$ cat src/rtl/motor_cmd_pkg.sv
// Shared constants and types for the command decoder / wheel ramp slice.
package motor_cmd_pkg;

  localparam int unsigned DRV_W = 11;

  localparam logic [1:0] OP_STOP = 2'b00;
  localparam logic [1:0] OP_FWD  = 2'b01;
  localparam logic [1:0] OP_REV  = 2'b10;
  localparam logic [1:0] OP_SPIN = 2'b11;

  // Speed field to drive magnitude scaling
  localparam int unsigned FWD_SHIFT  = 4;
  localparam int unsigned SPIN_SHIFT = 5;

  typedef enum logic [1:0] {
    IDLE,
    RAMP,
    CRUISE,
    PAUSE
  } state_t;

endpackage

$ cat src/rtl/motor_cmd_ramp_axis.sv
// One wheel's slew-rate limiter: on each tick, move cur toward target by at most RAMP_STEP.
module ramp_axis
  import motor_cmd_pkg::*;
#(
  parameter int unsigned RAMP_STEP = 8
) (
  input  logic                    clk,
  input  logic                    rst,
  input  logic                    tick,
  input  logic signed [DRV_W-1:0] target,
  output logic signed [DRV_W-1:0] cur,
  output logic                    at_tgt
);

  localparam logic signed [DRV_W:0]   STEP_W = (DRV_W + 1)'(RAMP_STEP);
  localparam logic signed [DRV_W-1:0] STEP_D = DRV_W'(RAMP_STEP);

  logic signed [DRV_W:0]   diff;
  logic signed [DRV_W:0]   mag;
  logic signed [DRV_W-1:0] cur_nxt;

  // One extra bit so the full -1008..+1008 swing cannot overflow
  always_comb begin
    diff = {target[DRV_W-1], target} - {cur[DRV_W-1], cur};
    mag  = diff[DRV_W] ? -diff : diff;
    if (mag <= STEP_W) begin
      cur_nxt = target;
    end else if (diff[DRV_W]) begin
      cur_nxt = cur - STEP_D;
    end else begin
      cur_nxt = cur + STEP_D;
    end
  end

  always_ff @(posedge clk or posedge rst) begin
    if (rst) begin
      cur <= '0;
    end else if (tick) begin
      cur <= cur_nxt;
    end
  end

  assign at_tgt = (cur == target);

endmodule

$ cat src/rtl/motor_cmd_ramp.sv
// Command byte handshake/decoder, ramp tick divider, command timeout and motion FSM
// driving two slew-limited wheel outputs toward motor_cntrl.
module motor_cmd_ramp
  import motor_cmd_pkg::*;
#(
  parameter int unsigned RAMP_DIV      = 50000,
  parameter int unsigned RAMP_STEP     = 8,
  parameter int unsigned TIMEOUT_TICKS = 1000
) (
  input  logic                    clk,
  input  logic                    rst,
  input  logic [7:0]              cmd,
  input  logic                    cmd_rdy,
  output logic                    clr_cmd_rdy,
  input  logic                    OK2Move,
  output logic signed [DRV_W-1:0] lft,
  output logic signed [DRV_W-1:0] rht,
  output logic                    in_transit
);

  localparam int unsigned DIV_W = $clog2(RAMP_DIV);
  localparam int unsigned TO_W  = (TIMEOUT_TICKS > 1) ? $clog2(TIMEOUT_TICKS) : 1;

  logic [DIV_W-1:0]        div_cnt;
  logic                    tick;
  logic                    busy;
  logic                    accept;
  logic [TO_W-1:0]         to_cnt;
  logic                    to_hit;
  state_t                  state;
  logic signed [DRV_W-1:0] tgt_l, tgt_r;
  logic signed [DRV_W-1:0] eff_l, eff_r;
  logic signed [DRV_W-1:0] dec_l, dec_r;
  logic signed [DRV_W-1:0] mag_fr, mag_sp;
  logic                    dec_nz;
  logic                    at_l, at_r;

  // Free-running ramp tick divider
  assign tick = (div_cnt == DIV_W'(RAMP_DIV - 1));

  always_ff @(posedge clk or posedge rst) begin
    if (rst) begin
      div_cnt <= '0;
    end else if (tick) begin
      div_cnt <= '0;
    end else begin
      div_cnt <= div_cnt + DIV_W'(1);
    end
  end

  // busy masks the receiver's still-high cmd_rdy during the clear cycle
  assign accept      = cmd_rdy & ~busy;
  assign clr_cmd_rdy = busy;

  always_ff @(posedge clk or posedge rst) begin
    if (rst) begin
      busy <= 1'b0;
    end else begin
      busy <= accept;
    end
  end

  always_comb begin
    mag_fr = DRV_W'(cmd[5:0]) << FWD_SHIFT;
    mag_sp = DRV_W'(cmd[4:0]) << SPIN_SHIFT;
    dec_l  = '0;
    dec_r  = '0;
    case (cmd[7:6])
      OP_FWD: begin
        dec_l = mag_fr;
        dec_r = mag_fr;
      end
      OP_REV: begin
        dec_l = -mag_fr;
        dec_r = -mag_fr;
      end
      OP_SPIN: begin
        dec_l = cmd[5] ? -mag_sp : mag_sp;
        dec_r = cmd[5] ? mag_sp : -mag_sp;
      end
      default: ;
    endcase
    // A zero magnitude field decodes to zero targets, i.e. a STOP
    dec_nz = (dec_l != '0);
  end

  assign to_hit = (TIMEOUT_TICKS != 0) && tick && (state != IDLE) &&
                  (to_cnt == TO_W'(TIMEOUT_TICKS - 1));

  always_ff @(posedge clk or posedge rst) begin
    if (rst) begin
      state  <= IDLE;
      tgt_l  <= '0;
      tgt_r  <= '0;
      to_cnt <= '0;
    end else if (accept) begin
      to_cnt <= '0;
      tgt_l  <= dec_l;
      tgt_r  <= dec_r;
      if (!dec_nz) begin
        state <= IDLE;
      end else if (state == CRUISE && dec_l == tgt_l && dec_r == tgt_r) begin
        state <= CRUISE;
      end else begin
        state <= OK2Move ? RAMP : PAUSE;
      end
    end else if (to_hit) begin
      to_cnt <= '0;
      tgt_l  <= '0;
      tgt_r  <= '0;
      state  <= IDLE;
    end else begin
      if (tick && state != IDLE) begin
        to_cnt <= to_cnt + TO_W'(1);
      end
      case (state)
        RAMP: begin
          if (!OK2Move)         state <= PAUSE;
          else if (at_l && at_r) state <= CRUISE;
        end
        CRUISE: begin
          if (!OK2Move)            state <= PAUSE;
          else if (!(at_l && at_r)) state <= RAMP;
        end
        PAUSE: begin
          if (OK2Move) state <= RAMP;
        end
        default: ;
      endcase
    end
  end

  assign in_transit = (state != IDLE);

  // Proximity block is applied per tick without latching
  assign eff_l = OK2Move ? tgt_l : '0;
  assign eff_r = OK2Move ? tgt_r : '0;

  ramp_axis #(
    .RAMP_STEP(RAMP_STEP)
  ) u_axis_l (
    .clk   (clk),
    .rst   (rst),
    .tick  (tick),
    .target(eff_l),
    .cur   (lft),
    .at_tgt(at_l)
  );

  ramp_axis #(
    .RAMP_STEP(RAMP_STEP)
  ) u_axis_r (
    .clk   (clk),
    .rst   (rst),
    .tick  (tick),
    .target(eff_r),
    .cur   (rht),
    .at_tgt(at_r)
  );

endmodule

$ cat config.mk
export PLATFORM = sky130hd
export DESIGN_NAME = motor_cmd_ramp
export DESIGN_NICKNAME = d
export VERILOG_FILES = /design/src/rtl/motor_cmd_pkg.sv /design/src/rtl/motor_cmd_ramp_axis.sv /design/src/rtl/motor_cmd_ramp.sv
export SDC_FILE = /design/constraint.sdc
export NUM_CORES = 1
export LEC_CHECK = 0
export ABC_AREA = 1
export CELL_PAD_IN_SITES_DETAIL_PLACEMENT = 0
export CELL_PAD_IN_SITES_GLOBAL_PLACEMENT = 1
export CORE_MARGIN = 5
export CORE_UTILIZATION = 47
export DETAILED_ROUTE_END_ITERATION = 6
export DONT_BUFFER_PORTS = 1
export PLACE_DENSITY = 0.84
export SLEW_MARGIN = 20
export SYNTH_ARGS = -nofsm -noshare
export SYNTH_HDL_FRONTEND = slang
export SYNTH_SLANG_ARGS = --single-unit
$ cat constraint.sdc
create_clock -name clk -period 3.4 [get_ports clk]
set_input_delay 1.02 -clock clk [delete_from_list [all_inputs] [get_ports clk]]
set_output_delay 1.02 -clock clk [all_outputs]
set_load 0.01 [all_outputs]
==> impl_table.tex, run 1 <==
\begin{tabular}{lr}
\hline
Metric & Value \\
\hline
\multicolumn{2}{l}{\textbf{Yosys}} \\
Mapped Cells & about 840 \\
Share of synthesized flip-flops with an asynchronous set or reset & 100.0\% \\
Post-synth EDFFs & 0 \\
Cell variety after synth & 47 \\
Syn\_area\_per\_cell & roughly 6.5 um\^{}2 \\
Cells taking the most area after synthesis & sky130\_fd\_sc\_hd\_\_dfrtp\_1, sky130\_fd\_sc\_hd\_\_nand2\_1, sky130\_fd\_sc\_hd\_\_inv\_1 \\
Top cell type's share of synthesized area & 26.05\% \\
Number of register bits inferred by synthesis & 57 \\
Most common flop cell mapped by yosys & sky130\_fd\_sc\_hd\_\_dfrtp\_1 \\
Sequential area share after synthesis & a little over a quarter \\
Cell type contributing the most total cell area after synthesis & sky130\_fd\_sc\_hd\_\_dfrtp\_1 \\
Total of warnings raised by yosys & 0 \\
Cell area after synthesis & about 0.0055 mm\^{}2 \\
\multicolumn{2}{l}{\textbf{Cells and area}} \\
Most common cell after layout, fill and taps aside & sky130\_fd\_sc\_hd\_\_nand2\_1 \\
Highest-count cells in the layout ignoring fill and taps & sky130\_fd\_sc\_hd\_\_nand2\_1, sky130\_fd\_sc\_hd\_\_inv\_1, sky130\_fd\_sc\_hd\_\_nand3\_1 \\
Area of the multi-input gates & $\sim$0.0037 mm\^{}2 \\
FF+latch area & $\sim$0.0014 mm\^{}2 \\
Area grow syn2layout & 24.22\% \\
Share of final-layout standard cells stronger than drive strength 1 & around a fifth \\
Number of diodes added for antenna fixing & 0 \\
Final Net Count & 978 \\
Filler cells & 1070 \\
\multicolumn{2}{l}{\textbf{GRT}} \\
Maximum number of pins on one net before global-route repair & a little under 60 \\
Wire length of the first global-routing pass & $\sim$25 mm \\
Antenna violations before repair & 0 \\
Via count of the first global-routing pass & between 5000 and 6000 \\
Global Route Usage Sum & 20.94\% \\
GRT Residual Overflow & 0 \\
\multicolumn{2}{l}{\textbf{Timing}} \\
Worst path setup slack after routing & 0.1793 ns \\
Slew at the pin with the worst max-slew slack & 0.7417 ns \\
Setup repair after global routing missed its margin & yes \\
Final period demand of the worst path & 3.221 ns \\
Max frequency & 310.5 MHz \\
Minimum hold slack & 0.4700 ns \\
Fraction of the cycle the final worst path needs & 94.73\% \\
Post-Route Skew & 0.005770 ns \\
Count of endpoints failing setup in the final report & 0 \\
Slew Viols, Final & 0 \\
Number of hold violations in the final report & 0 \\
Max-slew headroom at the worst pin & about half \\
\multicolumn{2}{l}{\textbf{Run status}} \\
Outcome & finished, final reports clean \\
\multicolumn{2}{l}{\textbf{Critical path}} \\
Number of stages on the worst setup path & 25 \\
Worst path required time & 3.62 ns \\
Worst R2R Path Depth & 21 \\
Critical path's slowest cell & sky130\_fd\_sc\_hd\_\_ha\_4 \\
Kind of cell with the highest combined delay on the critical path & simple AND/OR/NAND/NOR gates \\
End of the worst register-to-register path & u\_axis\_r.cur[10] \\
Beginning of the critical path & OK2Move \\
Worst setup EP type & flop \\
R2R setup slack & roughly 0.37 ns \\
Number of buffers and inverters on the critical path & 2 \\
Slowest Stage Delay on Critical Path & around 0.30 ns \\
Startpoint class of the critical path & input port \\
Critical path capture point & u\_axis\_l.cur[10] \\
WP data arrival & 3.44 ns \\
CP Class & in -> reg \\
Largest driver fanout on the critical path & 20 \\
Startpoint of the worst-slack reg-to-reg timing path & u\_axis\_r.cur[3] \\
Crit-path most repeated cell & sky130\_fd\_sc\_hd\_\_nand2\_1 \\
\multicolumn{2}{l}{\textbf{Clock tree}} \\
Cts bufs inserted & 9 \\
CTS tree & done \\
Clock transition at the register clock pins on the worst setup and hold paths after CTS & $\sim$0.05 ns \\
Clk sink count & 57 \\
Max Buffers Root-to-Sink & 2 \\
Worst-Skew Late Latency & 0.33 ns \\
H-tree depth reported by CTS & 3 \\
Clock root cell & sky130\_fd\_sc\_hd\_\_clkbuf\_16 \\
\multicolumn{2}{l}{\textbf{Routing}} \\
Number of optimization iterations in the first detailed-route pass & 6 \\
Via count & roughly 5500 \\
Count of routing violations after the opening detailed-route iteration & 430 \\
Post-DR wirelength/cell & 13.48 um \\
Via-to-Cell Ratio & 5.131 \\
Residual antenna-violating net count after detailed routing & 0 \\
Number of design rule violations left after detail routing & 0 \\
Total wirelength of the detailed-routed design & 14.49 mm \\
\multicolumn{2}{l}{\textbf{Power}} \\
Overall power after layout & 2.403 mW \\
Leakage power of the design & 3.641 nW \\
Worst IR Drop VDD & approximately 0.34 mV \\
PD cells & 353.4 mW/mm\^{}2 \\
\multicolumn{2}{l}{\textbf{Floorplan}} \\
Die Height & 117.9 um \\
I/O pins & 36 \\
Die area & 0.01391 mm\^{}2 \\
Core ar. & 0.01142 mm\^{}2 \\
Row cnt & 39 \\
Die extent in x & 117.9 um \\
Initial core utilization & 47.95\% \\
\multicolumn{2}{l}{\textbf{Place}} \\
Port Buf Inserts & 0 \\
Routability congestion estimate & roughly 0.94 \\
Placed wire-length estimate & $\sim$12 mm \\
Worst slack at placement & -0.3666 ns \\
\multicolumn{2}{l}{\textbf{Hold path}} \\
HP Class & reg -> reg \\
\multicolumn{2}{l}{\textbf{Job}} \\
\# Max-Cap Violations & 0 \\
\hline
\end{tabular}
==> cell usage after synthesis, types with 8 or more instances <==
cell type and number:
sky130_fd_sc_hd__nand4_1 11, sky130_fd_sc_hd__inv_1 147, sky130_fd_sc_hd__a21oi_1 36, sky130_fd_sc_hd__nor3_1 15, sky130_fd_sc_hd__nand3_1 100, sky130_fd_sc_hd__dfrtp_1 57, sky130_fd_sc_hd__nor2_1 59, sky130_fd_sc_hd__ha_1 37
sky130_fd_sc_hd__o21ai_0 25, sky130_fd_sc_hd__o22ai_1 8, sky130_fd_sc_hd__nand2_1 235, sky130_fd_sc_hd__nand2_2 11, sky130_fd_sc_hd__xor2_1 23
==> sequential cells by signal (all words and copies together) (netlist names) <==
signal / count
clr_cmd_rdy: 1
div_cnt: 16
state: 2
tgt_l: 7
tgt_r: 5
to_cnt: 10
u_axis_l.cur: 8
u_axis_r.cur: 8
==> worst min path at each step <==
stage	startpoint	end	depth (start not counted)
final	div_cnt[0]	div_cnt[0]	1
after global routing	div_cnt[0]	div_cnt[0]	1
after CTS	div_cnt[0]	div_cnt[0]	1
after detailed placement	div_cnt[0]	div_cnt[0]	1
after global placement	div_cnt[0]	div_cnt[0]	1
after floorplan	div_cnt[0]	div_cnt[0]	1
==> power by group <==
group	total (mW)	switching [mW]	internal [mW]	leakage, nW
registers	0.770	0.0483	0.721	0.674
clock network	0.861	0.300	0.561	0.146
logic	0.772	0.451	0.322	2.82
total	2.40	0.799	1.60	3.64
==> stage by stage <==
stage | cell area [um^2] | cells | setup TNS [ns] | util (%)
after floorplan | 5789 | 849 | -1.220 | -
after global placement | 6424 | 1055 | -1.139 | 56.26
after detailed placement | 6424 | 1055 | -2.318 | 56.26
after CTS | 6714 | 1071 | 0 | 58.80
after global routing | 6802 | 1075 | -0.03367 | 59.57
final | 6802 | 1075 | 0 | 59.57
==> area by class of cell <==
type | instances | share of cell area, %
clock buffers | 10 | 3.366
multi-input cells | 629 | 55.06
clock inverters | 6 | 0.8646
flip-flops and latches | 57 | 20.97
inverters | 150 | 8.278
repair buffers | 80 | 8.830
well taps | 143 | 2.631
==> what timing repair did <==
item	CTS	global route
hold endpoints to repair	0	0
pin swaps	0	9
gates resized for setup	1	16
hold buffers	0	0
buffers inserted	0	4
setup endpoints to repair	1	7
==> cells by family after synthesis <==
kind of cell	count (synthesis)	share of synthesized area (%)
simple gates	456	37.50
buf+inv	163	11.88
compound gates	98	10.51
flops	57	26.05
fa+ha+maj	39	9.186
xor+xnor	30	4.799
other cells	1	0.06849
==> per-layer routing <==
layer	part of all wire, %	wire length [um]	vias up	GRT usage (%)
met4	1.3	185	0	5.663
met1	46	6627	2518	27.30
met3	3.9	571	14	3.988
li1	-	-	2877	-
met2	49	7106	107	35.47
met5	0	0	-	0
(Power assumes the default switching activity.)
==> run 2, diff against run 1 <==
Settings changed: CORE_MARGIN 5 to 8, PLACE_DENSITY 0.84 to 0.89.
==> impl_table.tex, run 2 (synthesis gave the netlist of run 1 again) <==
\begin{tabular}{lr}
\hline
Metric & Value \\
\hline
\multicolumn{2}{l}{\textbf{Cells and area}} \\
Final Net Count & 973 (was 978) \\
Number of diodes added for antenna fixing & 0 (unchanged) \\
Number of flip-flops under the largest register name & 16 (unchanged) \\
Most common cell after layout, fill and taps aside & sky130\_fd\_sc\_hd\_\_nand2\_1 (unchanged) \\
Highest-count cells in the layout ignoring fill and taps & sky130\_fd\_sc\_hd\_\_nand2\_1, sky130\_fd\_sc\_hd\_\_inv\_1, sky130\_fd\_sc\_hd\_\_nand3\_1 (unchanged) \\
Post-route design area & 0.006819 mm\^{}2 (was 0.006802 mm\^{}2) \\
Filler cells & 1072 (was 1070) \\
Number of standard cells in the final layout excluding fillers & 1069 (was 1075) \\
FF+latch area & 0.001426 mm\^{}2 (unchanged) \\
Area grow syn2layout & 24.54\% (was 24.22\%) \\
Area of the multi-input gates & 0.003792 mm\^{}2 (was 0.003745 mm\^{}2) \\
Share of final-layout standard cells stronger than drive strength 1 & 19.65\% (was 19.31\%) \\
Largest reg by FF count & div\_cnt (unchanged) \\
Biggest registers after layout & div\_cnt: 16 flops, to\_cnt: 10 flops (unchanged) \\
\multicolumn{2}{l}{\textbf{Place}} \\
Inst Count DP & 1050 (was 1055) \\
Placed wire-length estimate & 11.83 mm (was 11.69 mm) \\
Routability congestion estimate & 0.9166 (was 0.9439) \\
Port Buf Inserts & 0 (unchanged) \\
Worst slack at placement & -0.3215 ns (was -0.3666 ns) \\
Cell area reported after detailed placement & 0.006399 mm\^{}2 (was 0.006424 mm\^{}2) \\
\multicolumn{2}{l}{\textbf{Power}} \\
Worst IR Drop VDD & 0.3394 mV (was 0.3389 mV) \\
Leakage power of the design & 3.612 nW (was 3.641 nW) \\
Overall power after layout & 2.398 mW (was 2.403 mW) \\
PD cells & 351.6 mW/mm\^{}2 (was 353.4 mW/mm\^{}2) \\
\multicolumn{2}{l}{\textbf{Floorplan}} \\
Die Height & 123.9 um (was 117.9 um) \\
Initial core utilization & 47.95\% (unchanged) \\
Core ar. & 0.01142 mm\^{}2 (unchanged) \\
Die extent in x & 123.9 um (was 117.9 um) \\
Row cnt & 39 (unchanged) \\
Die area & 0.01536 mm\^{}2 (was 0.01391 mm\^{}2) \\
I/O pins & 36 (unchanged) \\
\multicolumn{2}{l}{\textbf{Timing}} \\
Slew Viols, Final & 0 (unchanged) \\
Setup repair after global routing missed its margin & yes (unchanged) \\
Post-Route Skew & 0.005866 ns (was 0.005770 ns) \\
Setup tns final & 0 ns (unchanged) \\
Max-slew headroom at the worst pin & 56.97\% (was 50.55\%) \\
Count of endpoints failing setup in the final report & 0 (unchanged) \\
Number of hold violations in the final report & 0 (unchanged) \\
Slew at the pin with the worst max-slew slack & 0.6444 ns (was 0.7417 ns) \\
Worst path setup slack after routing & 0.1941 ns (was 0.1793 ns) \\
Final period demand of the worst path & 3.206 ns (was 3.221 ns) \\
Fraction of the cycle the final worst path needs & 94.29\% (was 94.73\%) \\
Max frequency & 311.9 MHz (was 310.5 MHz) \\
\multicolumn{2}{l}{\textbf{Routing}} \\
Total wirelength of the detailed-routed design & 14.57 mm (was 14.49 mm) \\
Via-to-Cell Ratio & 5.217 (was 5.131) \\
Number of design rule violations left after detail routing & 0 (unchanged) \\
Number of optimization iterations in the first detailed-route pass & 6 (unchanged) \\
Count of routing violations after the opening detailed-route iteration & 292 (was 430) \\
Via count & 5577 (was 5516) \\
Post-DR wirelength/cell & 13.63 um (was 13.48 um) \\
Residual antenna-violating net count after detailed routing & 0 (unchanged) \\
\multicolumn{2}{l}{\textbf{Critical path}} \\
Worst R2R Path Depth & 21 (unchanged) \\
Startpoint class of the critical path & input port (unchanged) \\
Worst setup EP type & flop (unchanged) \\
CP Class & in -> reg (unchanged) \\
WP data arrival & 3.42 ns (was 3.44 ns) \\
Largest driver fanout on the critical path & 20 (unchanged) \\
Worst path required time & 3.62 ns (about the same) \\
\multicolumn{2}{l}{\textbf{GRT}} \\
Wire length of the first global-routing pass & 25.01 mm (was 24.74 mm) \\
Via count of the first global-routing pass & 5473 (was 5318) \\
Global-route track usage on met1 & 25.01\% (was 27.30\%) \\
Antenna violations before repair & 0 (unchanged) \\
GRT Residual Overflow & 0 (unchanged) \\
Met2 global-route usage & 33.85\% (was 35.47\%) \\
Highest-utilization routing layer at the global route stage & met2 (unchanged) \\
Fraction of met3 tracks used by global routing & 2.947\% (was 3.988\%) \\
Global Route Usage Sum & 19.96\% (was 20.94\%) \\
Maximum number of pins on one net before global-route repair & 33 (was 58) \\
\multicolumn{2}{l}{\textbf{Job}} \\
\# Max-Cap Violations & 0 (unchanged) \\
\multicolumn{2}{l}{\textbf{Hold path}} \\
Worst Hold Depth & 1 (unchanged) \\
HP Class & reg -> reg (unchanged) \\
\multicolumn{2}{l}{\textbf{Run status}} \\
Outcome & finished, final reports clean (unchanged) \\
\multicolumn{2}{l}{\textbf{Clock tree}} \\
Clk sink count & 57 (unchanged) \\
H-tree depth reported by CTS & 3 (unchanged) \\
CTS tree & done (unchanged) \\
Cts bufs inserted & 9 (unchanged) \\
Clock root cell & sky130\_fd\_sc\_hd\_\_clkbuf\_16 (unchanged) \\
Worst-Skew Late Latency & 0.33 ns (about the same) \\
Clock transition at the register clock pins on the worst setup and hold paths after CTS & 0.05 ns (about the same) \\
Max Buffers Root-to-Sink & 2 (unchanged) \\
\hline
\end{tabular}
==> run 2: metrics by stage <==
stage          hold slack (ns)  util (%)
6_report                0.4634     59.72
2_1_floorplan           0.4329         -
3_3_place_gp            0.4493     56.04
5_1_grt                 0.4844     59.72
3_5_place_dp            0.4651     56.04
4_1_cts                 0.4710     58.51
==> run 2: worst paths after layout <==
check	to	startpoint	slack [ns]
max	u_axis_r.cur[9]	OK2Move	0.19
min	div_cnt[0]	div_cnt[0]	0.46
max reg2reg	u_axis_r.cur[9]	u_axis_r.cur[8]	0.38
min reg2reg	div_cnt[0]	div_cnt[0]	0.46
max in group asynchronous	div_cnt[6]	rst	2.03
min in group asynchronous	to_cnt[0]	rst	0.66
==> run 2: critical path, cell delays in order <==
cell,delay (ns)
sky130_fd_sc_hd__nand2_1,0.05
sky130_fd_sc_hd__inv_2,0.09
sky130_fd_sc_hd__ha_4,0.22
sky130_fd_sc_hd__inv_2,0.08
sky130_fd_sc_hd__o21bai_1,0.11
sky130_fd_sc_hd__a31oi_4,0.20
sky130_fd_sc_hd__nand2_2,0.11
sky130_fd_sc_hd__nand2_4,0.10
sky130_fd_sc_hd__nand2_8,0.07
sky130_fd_sc_hd__buf_12,0.14
sky130_fd_sc_hd__ha_4,0.24
sky130_fd_sc_hd__a21oi_2,0.12
sky130_fd_sc_hd__inv_1,0.06
sky130_fd_sc_hd__a31oi_2,0.17
sky130_fd_sc_hd__nor2_1,0.06
sky130_fd_sc_hd__o21ai_1,0.14
sky130_fd_sc_hd__nand2_1,0.08
sky130_fd_sc_hd__xor2_1,0.14
sky130_fd_sc_hd__nand3_1,0.08
sky130_fd_sc_hd__nand2_1,0.06
sky130_fd_sc_hd__nand2_1,0.05
sky130_fd_sc_hd__nand2_1,0.04
==> run 2: layout make-up <==
cell class	instances	area share, %
inverter	150	8.257
clock inverter	2	0.1835
tap	143	2.624
clock buffer	13	3.963
timing repair buffer	75	8.440
sequential	57	20.92
multi-input combinational	629	55.61
==> run 2: report_power, final <==
part	total [mW]	internal [mW]	switching [mW]
Sequential	0.770	0.721	0.0486
Clock	0.844	0.546	0.298
Combinational	0.783	0.328	0.456
==> run 2: metal layers <==
metal / wire length [um] / vias to the layer above / share of wire, %
li1: - / 2853 / -
met1: 6560 / 2584 / 45
met2: 7040 / 109 / 48
met3: 560 / 31 / 3.8
met4: 412 / 0 / 2.8
met5: 0 / - / 0
==> run 2: timing repair <==
| action | CTS | global route |
|---|---|---|
| setup buffers | 0 | 4 |
| resized for setup | 0 | 27 |
| setup endpoints to repair | 0 | 8 |
| hold buffers | 0 | 0 |
